`config.mk`:
```
export PLATFORM = sky130hd
export DESIGN_NAME = buffered_mul_pipe
export DESIGN_NICKNAME = d
export VERILOG_FILES = /design/src/rtl/buffered_mul_pipe_pkg.sv /design/src/rtl/buffered_mul_pipe_result_fifo.sv /design/src/rtl/buffered_mul_pipe.sv
export SDC_FILE = /design/constraint.sdc
export NUM_CORES = 1
export LEC_CHECK = 0
export CORE_MARGIN = 3
export CORE_UTILIZATION = 54
export CTS_CLUSTER_DIAMETER = 60
export DETAILED_ROUTE_END_ITERATION = 7
export GPL_TIMING_DRIVEN = 1
export PLACE_DENSITY = 0.84
export SYNTH_ARGS = -nofsm -noshare
export SYNTH_HDL_FRONTEND = slang
export SYNTH_SLANG_ARGS = --single-unit
```
`constraint.sdc`:
```
create_clock -name clk -period 4.7 [get_ports clk]
set_input_delay 0.94 -clock clk [delete_from_list [all_inputs] [get_ports clk]]
set_output_delay 0.94 -clock clk [all_outputs]
set_load 0.02 [all_outputs]
```
`src/rtl/buffered_mul_pipe_pkg.sv`:
```
// Shared definitions for the buffered multiply pipeline: default sizing,
// multiply-unit FSM state encoding and the product-width helper.
package buffered_mul_pkg;

  localparam int DEF_WIDTH       = 8;
  localparam int DEF_MUL_LATENCY = 3;
  localparam int DEF_DEPTH       = 4;

  typedef enum logic {
    IDLE = 1'b0,
    BUSY = 1'b1
  } mul_state_t;

  // Full-precision width of an unsigned WIDTH x WIDTH product.
  function automatic int prod_width(input int w);
    return 2 * w;
  endfunction

endpackage

```
`src/rtl/buffered_mul_pipe_result_fifo.sv`:
```
// Circular result queue for the multiply pipeline. Head reads as zero when
// empty; a push is only taken when a slot is free (or freed by a same-cycle
// pop), so nothing already queued can be overwritten.
module result_fifo #(
  parameter int WIDTH_D = 16,
  parameter int DEPTH   = 4
) (
  input  logic                     clk,
  input  logic                     rst_n,
  input  logic                     push,
  input  logic [WIDTH_D-1:0]       push_data,
  input  logic                     pop,
  output logic [WIDTH_D-1:0]       head,
  output logic                     full,
  output logic [$clog2(DEPTH):0]   count
);

  localparam int AW = $clog2(DEPTH);
  localparam logic [AW:0] FULL_CNT = (AW+1)'(DEPTH);

  logic [WIDTH_D-1:0] mem [DEPTH];
  logic [AW-1:0]      wr_ptr;
  logic [AW-1:0]      rd_ptr;
  logic               empty;
  logic               do_pop;
  logic               do_push;

  assign empty   = (count == '0);
  assign full    = (count == FULL_CNT);
  assign do_pop  = pop && !empty;
  assign do_push = push && (!full || do_pop);
  assign head    = empty ? '0 : mem[rd_ptr];

  // Pointer and occupancy bookkeeping; pointers wrap naturally at DEPTH.
  always_ff @(posedge clk) begin
    if (!rst_n) begin
      wr_ptr <= '0;
      rd_ptr <= '0;
      count  <= '0;
    end else begin
      if (do_push) wr_ptr <= wr_ptr + AW'(1);
      if (do_pop)  rd_ptr <= rd_ptr + AW'(1);
      case ({do_push, do_pop})
        2'b10:   count <= count + (AW+1)'(1);
        2'b01:   count <= count - (AW+1)'(1);
        default: count <= count;
      endcase
    end
  end

  // Storage array; contents are only observed through a valid head.
  always_ff @(posedge clk) begin
    if (do_push) mem[wr_ptr] <= push_data;
  end

endmodule

```
`src/rtl/buffered_mul_pipe.sv`:
```
// Buffered multiply pipeline: valid/ready operand intake, one multi-cycle
// multiply in flight, results queued in a DEPTH-entry FIFO.
// Build option CONST_TIME_EN: removes the zero-operand early exit so every
// operation takes exactly MUL_LATENCY cycles regardless of operand values.
module buffered_mul_pipe
  import buffered_mul_pkg::*;
#(
  parameter int WIDTH       = DEF_WIDTH,
  parameter int MUL_LATENCY = DEF_MUL_LATENCY,
  parameter int DEPTH       = DEF_DEPTH
) (
  input  logic                    clk,
  input  logic                    rst_n,
  input  logic                    in_valid,
  output logic                    in_ready,
  input  logic [WIDTH-1:0]        in_a,
  input  logic [WIDTH-1:0]        in_b,
  output logic                    out_valid,
  input  logic                    out_ready,
  output logic [2*WIDTH-1:0]      out_result
);

  localparam int PW = prod_width(WIDTH);
  localparam int CW = $clog2(MUL_LATENCY + 1);
  localparam logic [CW-1:0] LAT = CW'(MUL_LATENCY);

  mul_state_t           state;
  mul_state_t           state_nx;
  logic [CW-1:0]        cnt;
  logic [CW-1:0]        cnt_nx;
  logic                 accept;
  logic                 done;
  logic                 vld_p0;
  logic                 fifo_full;
  logic [$clog2(DEPTH):0] fifo_count;
  logic [PW-1:0]        prod_p0;

  // Unsigned full-precision product, never truncated.
  function automatic logic [PW-1:0] mul_full(input logic [WIDTH-1:0] a,
                                             input logic [WIDTH-1:0] b);
    return PW'(a) * PW'(b);
  endfunction

  assign in_ready  = (state == IDLE) && !fifo_full && rst_n;
  assign accept    = in_valid && in_ready;
  assign out_valid = (fifo_count != '0);

  // Stage p0: operands captured and multiplied at accept; held while busy.
  always_ff @(posedge clk) begin
    if (accept) prod_p0 <= mul_full(in_a, in_b);
  end

`ifdef CONST_TIME_EN
  assign done = (cnt == LAT);
`else
  logic zero_p0;

  // Zero-operand flag latched with the operands to allow the early exit.
  always_ff @(posedge clk) begin
    if (accept) zero_p0 <= (in_a == '0) || (in_b == '0);
  end

  assign done = (cnt == LAT) || zero_p0;
`endif

  // Multiply-unit state register and occupancy counter.
  always_ff @(posedge clk) begin
    if (!rst_n) begin
      state <= IDLE;
      cnt   <= '0;
    end else begin
      state <= state_nx;
      cnt   <= cnt_nx;
    end
  end

  // Next-state logic; vld_p0 marks the cycle prod_p0 is pushed to the queue.
  always_comb begin
    state_nx = state;
    cnt_nx   = cnt;
    vld_p0   = 1'b0;
    case (state)
      IDLE: begin
        if (accept) begin
          state_nx = BUSY;
          cnt_nx   = CW'(1);
        end
      end
      BUSY: begin
        if (done) begin
          vld_p0   = 1'b1;
          state_nx = IDLE;
        end else begin
          cnt_nx = cnt + CW'(1);
        end
      end
      default: state_nx = IDLE;
    endcase
  end

  result_fifo #(
    .WIDTH_D (PW),
    .DEPTH   (DEPTH)
  ) u_fifo (
    .clk       (clk),
    .rst_n     (rst_n),
    .push      (vld_p0),
    .push_data (prod_p0),
    .pop       (out_valid && out_ready),
    .head      (out_result),
    .full      (fifo_full),
    .count     (fifo_count)
  );

endmodule

```
==> impl_metrics.ini <==
[run_status]
outcome = finished clean

[die]
die_w_um = 109
start_util_pct = 55.6
core_area_sq_um = 10400
dieArea_sq_um = 12000
die-height_um = 109
io_pins = 38
fp-row-count = 37

[clocking]
h-tree-depth = 3
clkLatencyLatePin_ns = 0.35
cts_made_buffers = 9
holdBufCountCts = 0
clk_path_buf_depth = 2
cts.sinks = 93
post-cts-setup-buffer-count = 0
cts_tree = built
clockRootBuffer = clkbuf_8
cts.reportedPaths.clkPinSlew_ns = 0.09

[routing]
dr.pass1.iters = 6
wire_per_inst_um = 15.2
drt-initial-drc-count = 206
drc_errors = 0
vias = 3557
vias_per_cell = 5.23
wirelength_um = 10400
ant_nets = 0

[critical_path]
cp-start-kind = primary input
crit_arrival_ns = 4.69
slowest_delay_ns = 0.50
required_ns = 4.79
rrSetupSlack_ns = 2.29
cp_common_cell = fa_1
rr_startpoint = u_fifo.count[0]
crit_chain = clkdlybuf4s50_1 -> and2_4 -> fa_1 -> fa_1 -> fa_1 -> inv_1 -> fa_1 -> inv_2 -> ha_4 -> and4_4 -> buf_4 -> o211a_1 -> o31ai_4 -> o211a_1
end_kind = register
r2r_cells = 7
critPathSlowestCell = fa_1
worst-setup-path-type = in2reg
worstPathMaxFanout = 3
reg2reg_to = u_fifo.count[2]

[power_and_ir_drop]
cellPowerDensity_nw_per_um2 = 372
ir_drop_mv = 0.175
leakagePower_uw = 0.00283

[placed_design]
post-dp-hpwl_um = 8020
io_buffers = 37
place.gp.congestion = 0.994
place_area_sq_um = 6640

[finish]
final_cell_mix = edfxtp_1 (81), and2_1 (64), inv_1 (59)
layout_commonest_cell = edfxtp_1
drive_gt1_share_pct = 19.7
n_antenna_cell = 0
nNetsFinal = 637
area_growth_pct = 19.2
stdcell_area_sq_um = 6870

[logic_synthesis]
syn_avg_cell_area_sq_um = 12.6
yosysUniqueCellTypes = 42
syn_nets = 557
ys_ff_latch = 93
synth.yosys.warnings = 0
synth-edff-count = 81
ys.flop_type = edfxtp_1
ys_seq_area_share_pct = 46.3
netlist_area_sq_um = 5770
synthTopCellsByArea = edfxtp_1 (42%), fa_1 (13%), ha_1 (8.9%)
synthArstFlopShare_pct = 0
synth_top_area_cell = edfxtp_1
syn_inst = 459
yosys.area.top_type_share_pct = 42.2

[global_routing]
met3_usage_pct = 2.06
grtUsageMet2_pct = 33.8
track_usage_pct = 18.6
grt_pass1_wl_um = 17200
grt_pass1_vias = 3754
antenna_found_initial = 0
grt-busiest-layer = met2
grt_overflow = 0
use_met1_pct = 22.4
grt_max_degree = 21

[sta]
finalMaxSlewViolations = 0
rsz0062_at_grt = yes
clock_skew_ns = 0.0126
period_share_pct = 97.8
hold_viol = 0
worst_pin_slew_ns = 0.853
setup_viol = 0
slew_headroom_pct = 43.1
clock.fmax_mhz = 218
min_period_ns = 4.60
hold_slack_ns = 0.492

[min_path]
hold-path-cell-count = 0
worst_hold_path_type = reg2reg
worstHoldStart = prod_p0[9]
holdPathEnd = u_fifo.mem[3][9]

[job]
maxCapViolCount = 0
==> worst max-delay path by stage <==
stage / to / start / slack, ns
final: prod_p0[15] / in_a[7] / 0.10
after detailed placement: prod_p0[14] / in_a[3] / -0.61
after CTS: prod_p0[14] / in_a[6] / 0.02
after global placement: prod_p0[15] / in_a[3] / -0.54
after global routing: prod_p0[14] / in_a[7] / -0.01
after floorplan: prod_p0[14] / in_a[4] / 0.04
==> critical path, delay by kind of cell <==
kind            cells  cell delay [ns]
compound gates      3             0.51
fa+ha+maj           5             2.18
buf+inv             4             0.69
simple gates        2             0.34
==> sequential cells by signal (all words and copies together), names as in the netlist, named ones only <==
| signal | cells |
|---|---|
| u_fifo.mem | 64 |
| prod_p0 | 16 |
| u_fifo.count | 3 |
| cnt | 2 |
| u_fifo.rd_ptr | 2 |
| u_fifo.wr_ptr | 2 |
| state | 1 |
| zero_p0 | 1 |
==> synthesized netlist by cell type, drive strengths merged, types with 5 or more instances <==
cell and n:
ha 41, dfxtp 12, nor2 11, o21ai 8, and2 71, xor2 5
edfxtp 81, nor4 5, inv 61, nor2b 5, clkbuf 11, fa 37
nand3 8, nand2 32, xnor2 10, mux4 16, a21oi 10
==> through the flow <==
| step | worst slack, ns | setup TNS (ns) | utilization [%] | std cells | power [uW] |
|---|---|---|---|---|---|
| detailed placement | -0.611 | -4.35 | 64.0 | 664 | 1980 |
| finish | 0.104 | 0 | 66.3 | 680 | 2560 |
| floorplan | 0.0436 | 0 | - | 459 | 1660 |
| CTS | 0.0194 | 0 | 66.0 | 680 | 2520 |
| global placement | -0.538 | -3.40 | 64.0 | 664 | 1930 |
| global route | -0.0105 | -0.0126 | 66.3 | 680 | 2730 |
==> report_power, final <==
part	internal [uW]	total (uW)	switching [uW]
clock network	264	534	270
registers	1010	1050	37.1
logic	485	976	491
total	1760	2560	798
==> layout make-up <==
cell class	instances	area, sq um
timing repair buffer	83	677
clock inverter	4	35.0
inverter	61	229
fill	769	3500
sequential	93	2670
multi-input combinational	291	2910
tap	136	170
clock buffer	12	178
==> logic make-up after synthesis <==
logic type      synth area share [%]
simple gates                    13.7
mux                             6.42
fa+ha+maj                       21.7
xor+xnor                        2.28
buf+inv                         4.99
flops                           46.3
compound gates                  4.53
==> timing repair <==
action,CTS,global route
setup endpoints to repair,7,7
resized for setup,13,30
pin swaps,4,11
==> layer usage <==
layer	vias up	share of wire, %
li1	1736	-
met1	1727	42
met2	77	54
met3	17	2.8
met4	0	2.1
met5	-	0
Note: power is estimated with default switching activity, not from simulation.
